[src/rtl/ram_arb_pkg.sv]
// ram_arb_pkg: default widths, client indices and read-return tag type shared by the RAM arbiter files
package ram_arb_pkg;
  localparam int DEF_AW = 8;
  localparam int DEF_DW = 8;
  localparam logic CLI0 = 1'b0;
  localparam logic CLI1 = 1'b1;
  typedef struct packed {
    logic valid;
    logic client;
  } rd_tag_t;
endpackage

[src/rtl/ram_dp_arbiter_rr_arb2.sv]
// rr_arb2: 2-way round-robin arbiter; req_i requests, en_i gates grants, pick_o the would-be winner, gnt_o the grant
module rr_arb2
  import ram_arb_pkg::*;
(
  input  logic       clk,
  input  logic       rst,
  input  logic [1:0] req_i,
  input  logic       en_i,
  output logic [1:0] pick_o,
  output logic [1:0] gnt_o
);
  logic ptr_q, ptr_d;
  always_comb begin
    pick_o = (req_i == 2'b11) ? (ptr_q == CLI1 ? 2'b01 : 2'b10) : req_i;
    gnt_o = en_i ? pick_o : 2'b00;
    ptr_d = gnt_o[1] ? CLI1 : gnt_o[0] ? CLI0 : ptr_q;
  end
  always_ff @(posedge clk or posedge rst)
    if (rst) ptr_q <= CLI1;
    else ptr_q <= ptr_d;
endmodule

[src/rtl/ram_dp_arbiter.sv]
// ram_dp_arbiter: two clients share a simple dual-port RAM with round-robin per port and tagged read return
// ports: cN_wr_*/cN_rd_* client handshakes (N=0,1), rd_data shared read bus, ram_* registered RAM side, ram_q RAM data
module ram_dp_arbiter
  import ram_arb_pkg::*;
#(
  parameter int AW = DEF_AW,
  parameter int DW = DEF_DW,
  parameter int RD_LAT = 1
) (
  input  logic          clk,
  input  logic          rst,
  input  logic          c0_wr_req,
  input  logic [AW-1:0] c0_wr_addr,
  input  logic [DW-1:0] c0_wr_data,
  output logic          c0_wr_gnt,
  input  logic          c0_rd_req,
  input  logic [AW-1:0] c0_rd_addr,
  output logic          c0_rd_gnt,
  output logic          c0_rd_valid,
  input  logic          c1_wr_req,
  input  logic [AW-1:0] c1_wr_addr,
  input  logic [DW-1:0] c1_wr_data,
  output logic          c1_wr_gnt,
  input  logic          c1_rd_req,
  input  logic [AW-1:0] c1_rd_addr,
  output logic          c1_rd_gnt,
  output logic          c1_rd_valid,
  output logic [DW-1:0] rd_data,
  output logic          ram_wren,
  output logic [AW-1:0] ram_wraddress,
  output logic [DW-1:0] ram_data,
  output logic          ram_rden,
  output logic [AW-1:0] ram_rdaddress,
  input  logic [DW-1:0] ram_q
);
  logic [1:0] wr_pick, wr_gnt, rd_pick, rd_gnt;
  logic [AW-1:0] wa, ra;
  logic [DW-1:0] wd;
  logic collide;
  rd_tag_t tag_d;
  rd_tag_t [RD_LAT:0] tag_q;
  rr_arb2 u_wr_arb (
    .clk(clk), .rst(rst), .req_i({c1_wr_req, c0_wr_req}), .en_i(1'b1), .pick_o(wr_pick), .gnt_o(wr_gnt)
  );
  // a read hitting the address written this cycle would sample stale RAM data, so hold it back a cycle
  rr_arb2 u_rd_arb (
    .clk(clk), .rst(rst), .req_i({c1_rd_req, c0_rd_req}), .en_i(~collide), .pick_o(rd_pick), .gnt_o(rd_gnt)
  );
  always_comb begin
    wa = wr_pick[1] ? c1_wr_addr : c0_wr_addr;
    wd = wr_pick[1] ? c1_wr_data : c0_wr_data;
    ra = rd_pick[1] ? c1_rd_addr : c0_rd_addr;
    collide = |wr_gnt && |rd_pick && ra == wa;
  end
  assign tag_d = '{valid: |rd_gnt, client: rd_gnt[1]};
  assign {c1_wr_gnt, c0_wr_gnt} = wr_gnt;
  assign {c1_rd_gnt, c0_rd_gnt} = rd_gnt;
  assign c0_rd_valid = tag_q[RD_LAT].valid && tag_q[RD_LAT].client == CLI0;
  assign c1_rd_valid = tag_q[RD_LAT].valid && tag_q[RD_LAT].client == CLI1;
  assign rd_data = ram_q;
  always_ff @(posedge clk or posedge rst)
    if (rst) begin
      ram_wren <= 1'b0;
      ram_wraddress <= '0;
      ram_data <= '0;
      ram_rden <= 1'b0;
      ram_rdaddress <= '0;
      tag_q <= '0;
    end else begin
      ram_wren <= |wr_gnt;
      ram_rden <= |rd_gnt;
      if (|wr_gnt) begin
        ram_wraddress <= wa;
        ram_data <= wd;
      end
      if (|rd_gnt) ram_rdaddress <= ra;
      tag_q <= {tag_q[RD_LAT-1:0], tag_d};
    end
endmodule

[config.mk]
export PLATFORM = sky130hd
export DESIGN_NAME = ram_dp_arbiter
export DESIGN_NICKNAME = d
export VERILOG_FILES = /design/src/rtl/ram_arb_pkg.sv /design/src/rtl/ram_dp_arbiter_rr_arb2.sv /design/src/rtl/ram_dp_arbiter.sv
export SDC_FILE = /design/constraint.sdc
export NUM_CORES = 1
export LEC_CHECK = 0
export CAP_MARGIN = 25
export CORE_AREA = 2 2 69 71
export CTS_BUF_LIST = sky130_fd_sc_hd__clkbuf_16
export DETAILED_ROUTE_END_ITERATION = 8
export DIE_AREA = 0 0 71 73
export GPL_TIMING_DRIVEN = 0
export PLACE_DENSITY_LB_ADDON = 0.05
export SYNTH_ARGS = -nofsm -noshare
export SYNTH_HDL_FRONTEND = slang
export SYNTH_SLANG_ARGS = --single-unit
[constraint.sdc]
create_clock -name clk -period 7.95 [get_ports clk]
set_clock_uncertainty 0.15 [all_clocks]
set_input_delay 2.385 -clock clk [delete_from_list [all_inputs] [get_ports clk]]
set_output_delay 2.385 -clock clk [all_outputs]
set_load 0.02 [all_outputs]
# == After elaboration in Yosys (flattened, before gate mapping) ==
# Index checks and enable logic that the tools add are counted.
# op_classes
muxes,12
add_sub_neg,0
reduce_logical,9
n_div,0
n_lt_le_gt_ge,0
bitwise_logic,1
mul,0
shift,0
n_eq_ne,3
# op_table
op,n
8-bit 2-to-1 mux,3
2-bit 2-to-1 mux,5
8-bit == test,1
2-bit OR reduction,3
"2-bit == test, second input constant",2
1-bit logical AND,4
1-bit 2-to-1 mux,4
2-bit nonzero test,2
1-bit inverter,1
# word_totals
word_cells,35
ramBits,0
rom_bits,0
n_memories,0
latchBits,0
ff_bits,31

# == Logic depth before layout (Yosys ltp) ==
# Gate-level depths: netlist of the first run.
# logic_depth
word_depth,8
ltp_mapped,9

# == By module ==
# Synthesis of the first run repeated with hierarchy kept, for this count alone.
# unflattened
hier_cells,158
area_unflattened_um2,1624.1
# by_module_without_submodules
module,cells_per_inst,area_each_um2,n_inst
ram_dp_arbiter,138,1453.9,1
rr_arb2,10,85.1,2

# == Worst setup path after synthesis of the first run ==
# No wires, ideal clock.
# synth_path
path_kind,input to output
start,input port c1_rd_req
end,output port c0_rd_gnt
slack_ns,1.685
path_buffers,1
stages,7
arrival_time_ns,3.730
required_ns,5.415
cell_sequence,a21boi_2 > buf_6 > mux2i_1 > xor2_1 > nor4_4 > nand3_1 > and3b_1
# synth_between
elab_chain_cells,6
# synth_lines
item,line_no,source
"start, declared",ram_dp_arbiter.sv:24,"input logic c1_rd_req,"
2-bit == test,ram_dp_arbiter_rr_arb2.sv:14,pick_o = (req_i == 2'b11) ? (ptr_q == CLI1 ? 2'b01 : 2'b10) : req_i;
2-bit 2-to-1 mux (*),ram_dp_arbiter_rr_arb2.sv:14,
8-bit 2-to-1 mux / 2-bit OR reduction (equally long branches),"ram_dp_arbiter.sv:52, ram_dp_arbiter.sv:53",
8-bit == test / 1-bit logical AND (equally long branches),ram_dp_arbiter.sv:53,collide = |wr_gnt && |rd_pick && ra == wa;
1-bit logical AND,ram_dp_arbiter.sv:53,
2-bit 2-to-1 mux (*),ram_dp_arbiter_rr_arb2.sv:15,gnt_o = en_i ? pick_o : 2'b00;
"end, declared",ram_dp_arbiter.sv:18,"output logic c0_rd_gnt,"
# Every way passes the cells marked *; elsewhere a longest branch is shown, timed or not.

# == Final worst setup path of the first run ==
# layout_path
start,input port c1_wr_req
end,output port c1_rd_gnt
# layout_between
elab_chain_cells,6
# layout_lines
item,line_no,source
"start, declared",ram_dp_arbiter.sv:20,"input logic c1_wr_req,"
2-bit == test,ram_dp_arbiter_rr_arb2.sv:14,
2-bit 2-to-1 mux (*),ram_dp_arbiter_rr_arb2.sv:14,
8-bit 2-to-1 mux / 2-bit OR reduction (equally long branches),"ram_dp_arbiter.sv:50, ram_dp_arbiter.sv:53",
8-bit == test / 1-bit logical AND (equally long branches),ram_dp_arbiter.sv:53,
1-bit logical AND (*),ram_dp_arbiter.sv:53,
2-bit 2-to-1 mux (*),ram_dp_arbiter_rr_arb2.sv:15,
"end, declared",ram_dp_arbiter.sv:26,"output logic c1_rd_gnt,"
# Marked as above.

==> summary.md, run 1 <==
| Metric | Value |
|---|---|
| Outcome | `completed` |
| Post-Syn Instances | `167` |
| Setup TNS | `0 ns` |
| IO Count | `102` |
| Leakage | `1.296 nW` |
| TritonCTS clock tree | `built` |
| Max frequency | `133.9 MHz` |
| Post-Place Cells | `315` |
| Vias/cell | `4.672` |
| H-Tree Depth | `2` |
| Yosys warns | `0` |
| Initial antenna violation count | `0` |
| FF+latch count, synth | `31` |
| PostCTS Resize Cnt | `0` |
| Dpl hpwl | `3.225 mm` |
| WS Path Type | `in2out` |
| Clk slew on worst S/H paths | `0.05 ns` |
| CTS Hold Buffers Added | `0` |
| Hold WC Path Type | `reg2reg` |
| DRC violations left | `0` |
| # fillers | `390` |
| Initial core utilization | `37.38%` |
| Post-Layout Cell Count | `323` |
| CP Capture Type | `output port` |
| CP required | `5.41 ns` |
| First-pass GRT wire length | `6.872 mm` |
| Area leader, netlist | `dfrtp_1` |
| Share of layout cells above drive strength 1 | `9.665%` |
| Count of final hold-check violations | `0` |
| Clock Tree Root | `clkbuf_16` |
| Overall global routing resource usage | `17.18%` |
| Setup repair bufs after CTS | `0` |
| Top post-synthesis cells by area | `dfrtp_1, mux2i_1, a21oi_1` |
| Cts bufs inserted | `5` |
| Area taken by multi-input logic gates | `748.2 um^2` |
| Largest net degree at the start of global routing | `20` |
| Crit start category | `input pin` |
| Max VDD drop | `0.1182 mV` |
| Grt ovf | `0` |
| Area Overhead vs Synth | `68.56%` |
| Clock Path Buffers | `2` |
| Final setup vio count | `0` |
| Die H | `73 um` |
| Sequential Area | `778.2 um^2` |
| # Max-Cap Violations | `0` |
| Routability cong. | `0.7333` |
| Hold_ws | `0.1947 ns` |
| Final period util | `93.91%` |
| Clock Sinks | `31` |
| Post-synth top area share | `42.80%` |
| Min Tclk post-route | `7.466 ns` |
| Mapped Area | `1695 um^2` |
| Routed length per instance | `12.81 um` |
| Die area | `5183 um^2` |
| RSZ-0062 raised after global routing | `no` |
| Clk_lat worst skew | `0.27 ns` |
| Largest fanout on the critical path | `8` |
| Synthesized Nets | `229` |
| Rows | `25` |
| CP Data Arrival Time | `4.93 ns` |
| Die W | `71 um` |
| Vias after detailed routing | `1509` |
| Diode count | `0` |
| 1st-iter DRT viols | `98` |
| Number of I/O port buffers | `93` |
| Worst slew pin tran | `0.6856 ns` |
| Slew Limit Headroom | `54.30%` |
| Core area | `4536 um^2` |
| DR pass1 iterations | `4` |
| Slew Viols, Final | `0` |
| Vias in the first global route | `1432` |
| Power Density | `186.0 nW/um^2` |
| Nets | `330` |
| Syn_area_per_cell | `10.15 um^2` |
| Cell variety after synth | `23` |
| Final ANT Viol Nets | `0` |
| Post-synthesis sequential area ratio | `45.90%` |
| Detailed-route wire length | `4.137 mm` |
[report_power, final]
group	switching [W]	total (W)	leakage (nW)	internal [W]
Clock	0.0000622	0.000174	0.0701	0.000112
Sequential	0.00000993	0.000188	0.355	0.000178
Combinational	0.0000794	0.000169	0.870	0.0000897
[kinds of logic after synthesis]
kind of cell / after synthesis / share of synthesized area [%]
AO/OA/AOI/OAI: 23 / 8.044
flip-flops: 31 / 45.90
AND/OR/NAND/NOR: 44 / 13.06
XOR/XNOR: 8 / 4.133
multiplexers: 32 / 18.89
buffers and inverters: 29 / 9.962
[cell usage in the layout, fill, tap and decap left out, drive strengths merged, types with 2 or more instances in the layout]
cell / netlist / layout
nand2: 8 / 8
buf: 13 / 14
clkbuf: 4 / 9
xor2: 8 / 8
and2: 3 / 3
nor3: 2 / 2
clkinv: 0 / 2
a21boi: 3 / 3
a31oi: 2 / 2
inv: 12 / 13
dfstp: 2 / 2
nand3: 9 / 9
nor2: 19 / 19
a21oi: 17 / 17
dfrtp: 29 / 29
mux2i: 32 / 32
clkdlybuf4s50: 0 / 93
[per-stage QoR]
step | worst slack (ns) | instance area [um^2] | total power, W | utilization, %
global route | 0.2859 | 2858 | 0.0005602 | 63.01
CTS | 0.4338 | 2858 | 0.0005381 | 63.01
finish | 0.4842 | 2858 | 0.0005315 | 63.01
floorplan | 1.685 | 1695 | 0.0002780 | -
global placement | 0.4477 | 2694 | 0.0003583 | 59.39
detailed placement | 0.4463 | 2721 | 0.0003614 | 60.00
[cells in the mapped netlist]
cell type / count
mux2i_1: 32
dfrtp_1: 29
nor2_1: 19
a21oi_1: 17
inv_1: 11
nand3_1: 9
buf_4: 8
nand2_1: 8
xor2_1: 8
buf_6: 4
clkbuf_1: 4
and2_1: 3
a21boi_2: 2
a31oi_1: 2
dfstp_2: 2
nor3_2: 2
a21boi_0: 1
a2bb2oi_1: 1
and3b_1: 1
buf_1: 1
inv_2: 1
nor2b_1: 1
nor4_4: 1
[area by class of cell]
class | count | area share (%)
Sequential cell | 31 | 27.23
Multi-Input combinational cell | 107 | 26.18
Buffer | 17 | 4.335
Clock buffer | 5 | 4.378
Clock inverter | 3 | 0.3940
Inverter | 12 | 1.576
Tap cell | 54 | 2.364
Timing Repair Buffer | 94 | 33.54
[path summary, 6_finish.rpt]
check,cells after the start,slack (ns),end,from
max in group asynchronous,3,4.73,u_wr_arb.ptr_q$_DFFE_PP1P_,rst
worst min-delay path,0,0.19,tag_q[2]$_DFF_PP0_,tag_q[0]$_DFF_PP0_
worst min register to register,0,0.19,tag_q[2]$_DFF_PP0_,tag_q[0]$_DFF_PP0_
min in group asynchronous,2,2.34,ram_rdaddress[0]$_DFFE_PP0P_,rst
worst max-delay path,9,0.48,c1_rd_gnt,c1_wr_req
worst max register to register,8,5.75,ram_rdaddress[6]$_DFFE_PP0P_,u_wr_arb.ptr_q$_DFFE_PP1P_
[state kept, by name, summed over array words and instances (netlist names)]
register / cells
ram_wraddress: 8
u_rd_arb.ptr_q: 1
u_wr_arb.ptr_q: 1
ram_data: 8
tag_q: 4
ram_rdaddress: 8
ram_wren: 1
[metal layers]
| metal | vias to the layer above | track usage, % | wire, um |
|---|---|---|---|
| li1 | 749 | - | - |
| met1 | 688 | 22.07 | 1796 |
| met2 | 68 | 27.41 | 1964 |
| met3 | 4 | 6.215 | 341 |
| met4 | 0 | 5.031 | 34 |
| met5 | - | 0 | 0 |
[critical path: stages]
cell and delay (ns):
clkdlybuf4s50_1 0.49, a21boi_2 0.18, buf_6 0.17, mux2i_1 0.33, xor2_1 0.16, nor4_4 0.32
nand3_1 0.17, and2_1 0.20, clkdlybuf4s50_1 0.53
(Power assumes the default switching activity.)
==> run 2: changes to the inputs <==
--- a/config.mk
+++ b/config.mk
@@ -11,6 +11,7 @@
 export DETAILED_ROUTE_END_ITERATION = 8
 export DIE_AREA = 0 0 71 73
 export GPL_TIMING_DRIVEN = 0
+export HOLD_SLACK_MARGIN = 0.1
 export PLACE_DENSITY_LB_ADDON = 0.05
 export SYNTH_ARGS = -nofsm -noshare
 export SYNTH_HDL_FRONTEND = slang
==> results of run 2 <==
Final layout, timing and power as in run 1 (identical DEF).
